File: src/rtl/div_pkg.sv
// Shared types and sizing for the sequential signed divider.
package div_pkg;

  localparam int DIV_WIDTH = 32;
  localparam int CNT_W     = $clog2(DIV_WIDTH);

  typedef enum logic [1:0] {
    IDLE,
    ITER,
    FIX,
    DONE
  } div_state_e;

endpackage

File: src/rtl/div_addsub_stage.sv
// Combinational add/subtract primitive: subtract is B inverted plus carry-in.
module div_addsub_stage #(
  parameter int W = 33
) (
  input  logic [W-1:0] a,
  input  logic [W-1:0] b,
  input  logic         sub,
  output logic [W-1:0] y
);

  assign y = a + (b ^ {W{sub}}) + {{(W-1){1'b0}}, sub};

endmodule

File: src/rtl/seq_divider.sv
// Multi-cycle signed divider (non-restoring, one quotient bit per cycle).
// Quotient truncates toward zero; remainder follows the dividend's sign.
module seq_divider
  import div_pkg::*;
#(
  parameter int WIDTH = DIV_WIDTH
) (
  input  logic             clock,
  input  logic             clear,
  input  logic             start,
  input  logic [WIDTH-1:0] dividend,
  input  logic [WIDTH-1:0] divisor,
  output logic             busy,
  output logic             done,
  output logic [WIDTH-1:0] quotient,
  output logic [WIDTH-1:0] remainder,
  output logic             div_by_zero
);

  div_state_e       state_q, state_d;
  logic [CNT_W-1:0] cnt_q, cnt_d;
  logic [WIDTH:0]   p_q, p_d;
  logic [WIDTH-1:0] q_q, q_d;
  logic [WIDTH-1:0] dmag_q, dmag_d;
  logic             dvd_neg_q, dvd_neg_d;
  logic             dvs_neg_q, dvs_neg_d;
  logic [WIDTH-1:0] quot_q, quot_d;
  logic [WIDTH-1:0] rem_q, rem_d;
  logic             dbz_q, dbz_d;

  logic [WIDTH:0]   p_sh;
  logic [WIDTH:0]   as_a;
  logic [WIDTH:0]   as_y;
  logic             as_sub;
  logic [WIDTH:0]   p_fix;

  function automatic logic [WIDTH-1:0] twos(input logic [WIDTH-1:0] x);
    return ~x + WIDTH'(1);
  endfunction

  // Shared adder: shifted P in ITER (direction from P's sign before the shift),
  // unshifted P with add-back in FIX.
  assign p_sh   = {p_q[WIDTH-1:0], q_q[WIDTH-1]};
  assign as_a   = (state_q == ITER) ? p_sh : p_q;
  assign as_sub = (state_q == ITER) && !p_q[WIDTH];

  div_addsub_stage #(.W(WIDTH + 1)) u_addsub (
    .a   (as_a),
    .b   ({1'b0, dmag_q}),
    .sub (as_sub),
    .y   (as_y)
  );

  always_comb begin
    // NOTE: every variable gets its hold value first so no path leaves it unassigned (no latches).
    state_d   = state_q;
    cnt_d     = cnt_q;
    p_d       = p_q;
    q_d       = q_q;
    dmag_d    = dmag_q;
    dvd_neg_d = dvd_neg_q;
    dvs_neg_d = dvs_neg_q;
    quot_d    = quot_q;
    rem_d     = rem_q;
    dbz_d     = dbz_q;
    p_fix     = p_q[WIDTH] ? as_y : p_q;

    case (state_q)
      IDLE: begin
        if (start) begin
          dvd_neg_d = dividend[WIDTH-1];
          dvs_neg_d = divisor[WIDTH-1];
          q_d       = dividend[WIDTH-1] ? twos(dividend) : dividend;
          dmag_d    = divisor[WIDTH-1] ? twos(divisor) : divisor;
          p_d       = '0;
          cnt_d     = '0;
          if (divisor == '0) begin
            quot_d  = '0;
            rem_d   = dividend;
            dbz_d   = 1'b1;
            state_d = DONE;
          end else begin
            state_d = ITER;
          end
        end
      end
      ITER: begin
        p_d   = as_y;
        q_d   = {q_q[WIDTH-2:0], ~as_y[WIDTH]};
        cnt_d = cnt_q + CNT_W'(1);
        if (cnt_q == CNT_W'(WIDTH - 1)) state_d = FIX;
      end
      FIX: begin
        p_d     = p_fix;
        quot_d  = (dvd_neg_q ^ dvs_neg_q) ? twos(q_q) : q_q;
        rem_d   = dvd_neg_q ? twos(p_fix[WIDTH-1:0]) : p_fix[WIDTH-1:0];
        dbz_d   = 1'b0;
        state_d = DONE;
      end
      DONE:    state_d = IDLE;
      default: state_d = IDLE;
    endcase
  end

  always_ff @(posedge clock) begin
    if (clear) begin
      state_q   <= IDLE;
      cnt_q     <= '0;
      p_q       <= '0;
      q_q       <= '0;
      dmag_q    <= '0;
      dvd_neg_q <= 1'b0;
      dvs_neg_q <= 1'b0;
      quot_q    <= '0;
      rem_q     <= '0;
      dbz_q     <= 1'b0;
    end else begin
      // NOTE: non-blocking so every flop samples the pre-edge values of the others.
      state_q   <= state_d;
      cnt_q     <= cnt_d;
      p_q       <= p_d;
      q_q       <= q_d;
      dmag_q    <= dmag_d;
      dvd_neg_q <= dvd_neg_d;
      dvs_neg_q <= dvs_neg_d;
      quot_q    <= quot_d;
      rem_q     <= rem_d;
      dbz_q     <= dbz_d;
    end
  end

  assign busy        = (state_q != IDLE);
  assign done        = (state_q == DONE);
  assign quotient    = quot_q;
  assign remainder   = rem_q;
  assign div_by_zero = dbz_q;

endmodule

File: config.mk
export PLATFORM = sky130hd
export DESIGN_NAME = seq_divider
export DESIGN_NICKNAME = d
export VERILOG_FILES = /design/src/rtl/div_pkg.sv /design/src/rtl/div_addsub_stage.sv /design/src/rtl/seq_divider.sv
export SDC_FILE = /design/constraint.sdc
export NUM_CORES = 1
export LEC_CHECK = 0
export CAP_MARGIN = 5
export CELL_PAD_IN_SITES_DETAIL_PLACEMENT = 0
export CELL_PAD_IN_SITES_GLOBAL_PLACEMENT = 1
export CORE_MARGIN = 4
export CORE_UTILIZATION = 46
export DETAILED_ROUTE_END_ITERATION = 10
export PLACE_DENSITY_LB_ADDON = 0.1
export SLEW_MARGIN = 10
export SYNTH_ARGS = -nofsm -noshare
export SYNTH_HDL_FRONTEND = slang
export SYNTH_SLANG_ARGS = --single-unit
export TNS_END_PERCENT = 20
File: constraint.sdc
create_clock -name clock -period 11.9 [get_ports clock]
set_input_delay 3.57 -clock clock [delete_from_list [all_inputs] [get_ports clock]]
set_output_delay 3.57 -clock clock [all_outputs]
set_load 0.05 [all_outputs]
==> flow_summary_export.csv <==
group,metric,value,unit
clocking,clock_latency,440,ps
timing,period_minus_slack,7310,ps
clocking,path_clk_slew,80,ps
clocking,postCtsSetupBuffers,0,
timing,relSlewSlack,17.1,%
logic_synthesis,netlist_area,13000,um^2
logic_synthesis,ys.flop_type,"dfxtp_1",
timing,grt_setup_unrepaired,"false",
cells_and_area,diodes,0,
timing,worst_slew_pin_slew,1240,ps
logic_synthesis,async_flop_share,0,%
timing,max_freq,137,MHz
clocking,cts_hold_buf,0,
floorplanning,coreArea,27900,um^2
floorplanning,dieWidth,176,um
floorplanning,dieHeight,176,um
placed_design,dp_slack,4270,ps
timing,fin_ws,4590,ps
grt,grt-ovfl-total,0,
logic_synthesis,synth_cell_types,87,
critical_path,worst_setup_path_end_kind,"flop",
clocking,cts_tree,"done",
timing,clock_skew,17.7,ps
logic_synthesis,avgSynthCellArea,7.43,um^2
cells_and_area,fillers,2719,
placed_design,gp_congestion,0.924,
grt,antenna_found_initial,0,
worst_hold_path,min_path_type,"flop to flop",
cells_and_area,area_delta_synth_final,16.3,%
drt,vias_per_cell,5.93,
critical_path,crit_top_cell,"buf_4",
cells_and_area,post-route-util,54.4,%
power_and_ir_drop,power_density,213,nW/um^2
critical_path,worstPathCellList,"clkdlybuf4s50_1 -> or4_1 -> or3_1 -> nor3_1 -> nand3_1 -> nor3b_1 -> a22oi_2 -> buf_4 -> nor2_2 -> buf_4 -> and3_1 -> mux2i_1 -> a21oi_1",
critical_path,critical_path.max_fanout,54,
logic_synthesis,synth-seq-cells,171,
floorplanning,num_io_pins,134,
cells_and_area,most-common-layout-cells,"231 x nand2_1, 194 x nor2_1, 170 x dfxtp_1",
clocking,cts_buffer_depth,2,
drt,firstDrtPassIters,5,
floorplanning,std_cell_rows,61,
critical_path,startpoint,"divisor[7]",
drt,vias,13000,
timing,fin_crit_sh,61.4,%
critical_path,r2r_start,"state_q[1]",
grt,met3_usage,2.89,%
clocking,clockRootBuffer,"clkbuf_16",
cells_and_area,multi_input_area,9060,um^2
critical_path,slowest_delay,610,ps
grt,grt_pass1_vias,12100,
power_and_ir_drop,power.leakage,5.48,nW
clocking,cts_sinks,171,
status,status,"finished clean",
cells_and_area,final_common_cell,"nand2_1",
logic_synthesis,syn-instance-count,1754,
logic_synthesis,ys_warn_count,0,
critical_path,critical_path_arrival,7670,ps
power_and_ir_drop,irDropWorstVdd,0.0932,mV
grt,met2_usage,43.6,%
timing,hold_viol_final,0,
placed_design,place_hpwl,29.8,mm
grt,groute.usage.overall,26.2,%
logic_synthesis,synth-edff-count,0,
floorplanning,die-area,31100,um^2
grt,grt_use_met1,35.8,%
floorplanning,start_util,46.8,%
logic_synthesis,syn-num-nets,1863,
grt,grt_max_degree,102,
clocking,htreeDepth,4,
placed_design,place.port_buffers,133,
critical_path,path_buf_inv,3,
critical_path,worstPathRequired,12260,ps
drt,drc,0,
grt,grt_pass1_wl,66.1,mm
worst_hold_path,hp-start,"quotient[7]",
clocking,cts_made_buffers,17,
clocking,cts_resized,0,
cells_and_area,seq_area,3420,um^2
grt,top_usage_layer,"met2",
drt,routed_wl,41.9,mm
drt,drt-initial-drc-count,967,
drt,antenna_left,0,
critical_path,critPathLaunchType,"input pin",
timing,final-setup-viol-count,0,
power_and_ir_drop,finalPower,3.23,mW
drt,wire_per_inst,19.1,um
logic_synthesis,ys_seq_area_share,26.3,%
cells_and_area,drive_above_1_share,7.00,%
timing,slew_viol_final,0,
timing,tns,0,ps
critical_path,critPathKind,"input pin to flop",
critical_path,crit_family,"simple AND/OR/NAND/NOR gates",
flow_run,cap_violations,0,
critical_path,cpMaxStageDelayCell,"or4_1",
cells_and_area,nets,1910,
[per-layer routing]
metal | share of wire [%] | vias up | routed length (um)
met5 | 0 | - | 0
met4 | 2.8 | 0 | 1170
met3 | 5.4 | 56 | 2280
met2 | 47 | 414 | 19600
met1 | 45 | 6119 | 18900
li1 | - | 6417 | -
[worst paths after layout]
kind                   endpoint  slack (ps)  cells past startpoint
hold reg to reg     quotient[7]         450                      2
setup reg to reg  remainder[25]        5810                     16
setup / recovery  remainder[29]        4590                     13
hold / removal      quotient[7]         450                      2
[kinds of logic after synthesis]
group | count (synthesis) | synth area share (%)
fa+ha+maj | 42 | 4.09
xor+xnor | 167 | 11.2
simple gates | 618 | 21.7
compound gates | 541 | 27.3
flops | 171 | 26.3
buf+inv | 158 | 4.65
mux | 57 | 4.81
[synthesized netlist by cell type, types with 17 or more instances]
cell type	count	area [um^2]
nand2_1	231	867
nor2_1	195	732
dfxtp_1	171	3420
a21oi_1	167	836
o21ai_0	103	515
clkbuf_1	102	383
xnor2_1	85	744
xor2_1	82	718
a211oi_1	56	420
a22oi_1	48	360
ha_1	41	513
nand3_1	37	185
nor3_1	36	180
mux2_2	35	394
inv_1	33	124
o31ai_1	24	180
mux2i_1	21	210
and3_1	17	106
[per-stage QoR]
| stage | cells | area, um^2 | hold slack, ps |
|---|---|---|---|
| finish | 2192 | 15200 | 450 |
| CTS | 2192 | 15200 | 455 |
| global placement | 2160 | 14600 | 440 |
| global route | 2192 | 15200 | 468 |
| detailed placement | 2160 | 14600 | 445 |
| floorplan | 1754 | 13000 | 444 |
[flip-flops by register name, summed over array words and instances, names as in the netlist]
name,flops
p_q,33
dmag_q,32
q_q,32
quotient,32
remainder,32
cnt_q,5
state_q,2
div_by_zero,1
dvd_neg_q,1
dvs_neg_q,1
[final cells by class]
type / count / area share (%)
multi-input combinational: 1425 / 59.8
inverter: 34 / 0.842
tap: 378 / 3.12
clock buffer: 17 / 2.81
timing repair buffer: 152 / 9.70
clock inverter: 15 / 1.16
sequential: 171 / 22.6
[power breakdown]
group	total (mW)	internal [mW]	switching, mW
Clock	0.575	0.285	0.290
Combinational	1.86	0.648	1.21
Sequential	0.800	0.680	0.120
[tightest hold or removal path: stages (launching register included)]
cell,delay (ps)
dfxtp_1,310
nand2_1,50
a21oi_1,50
(Power assumes the default switching activity.)
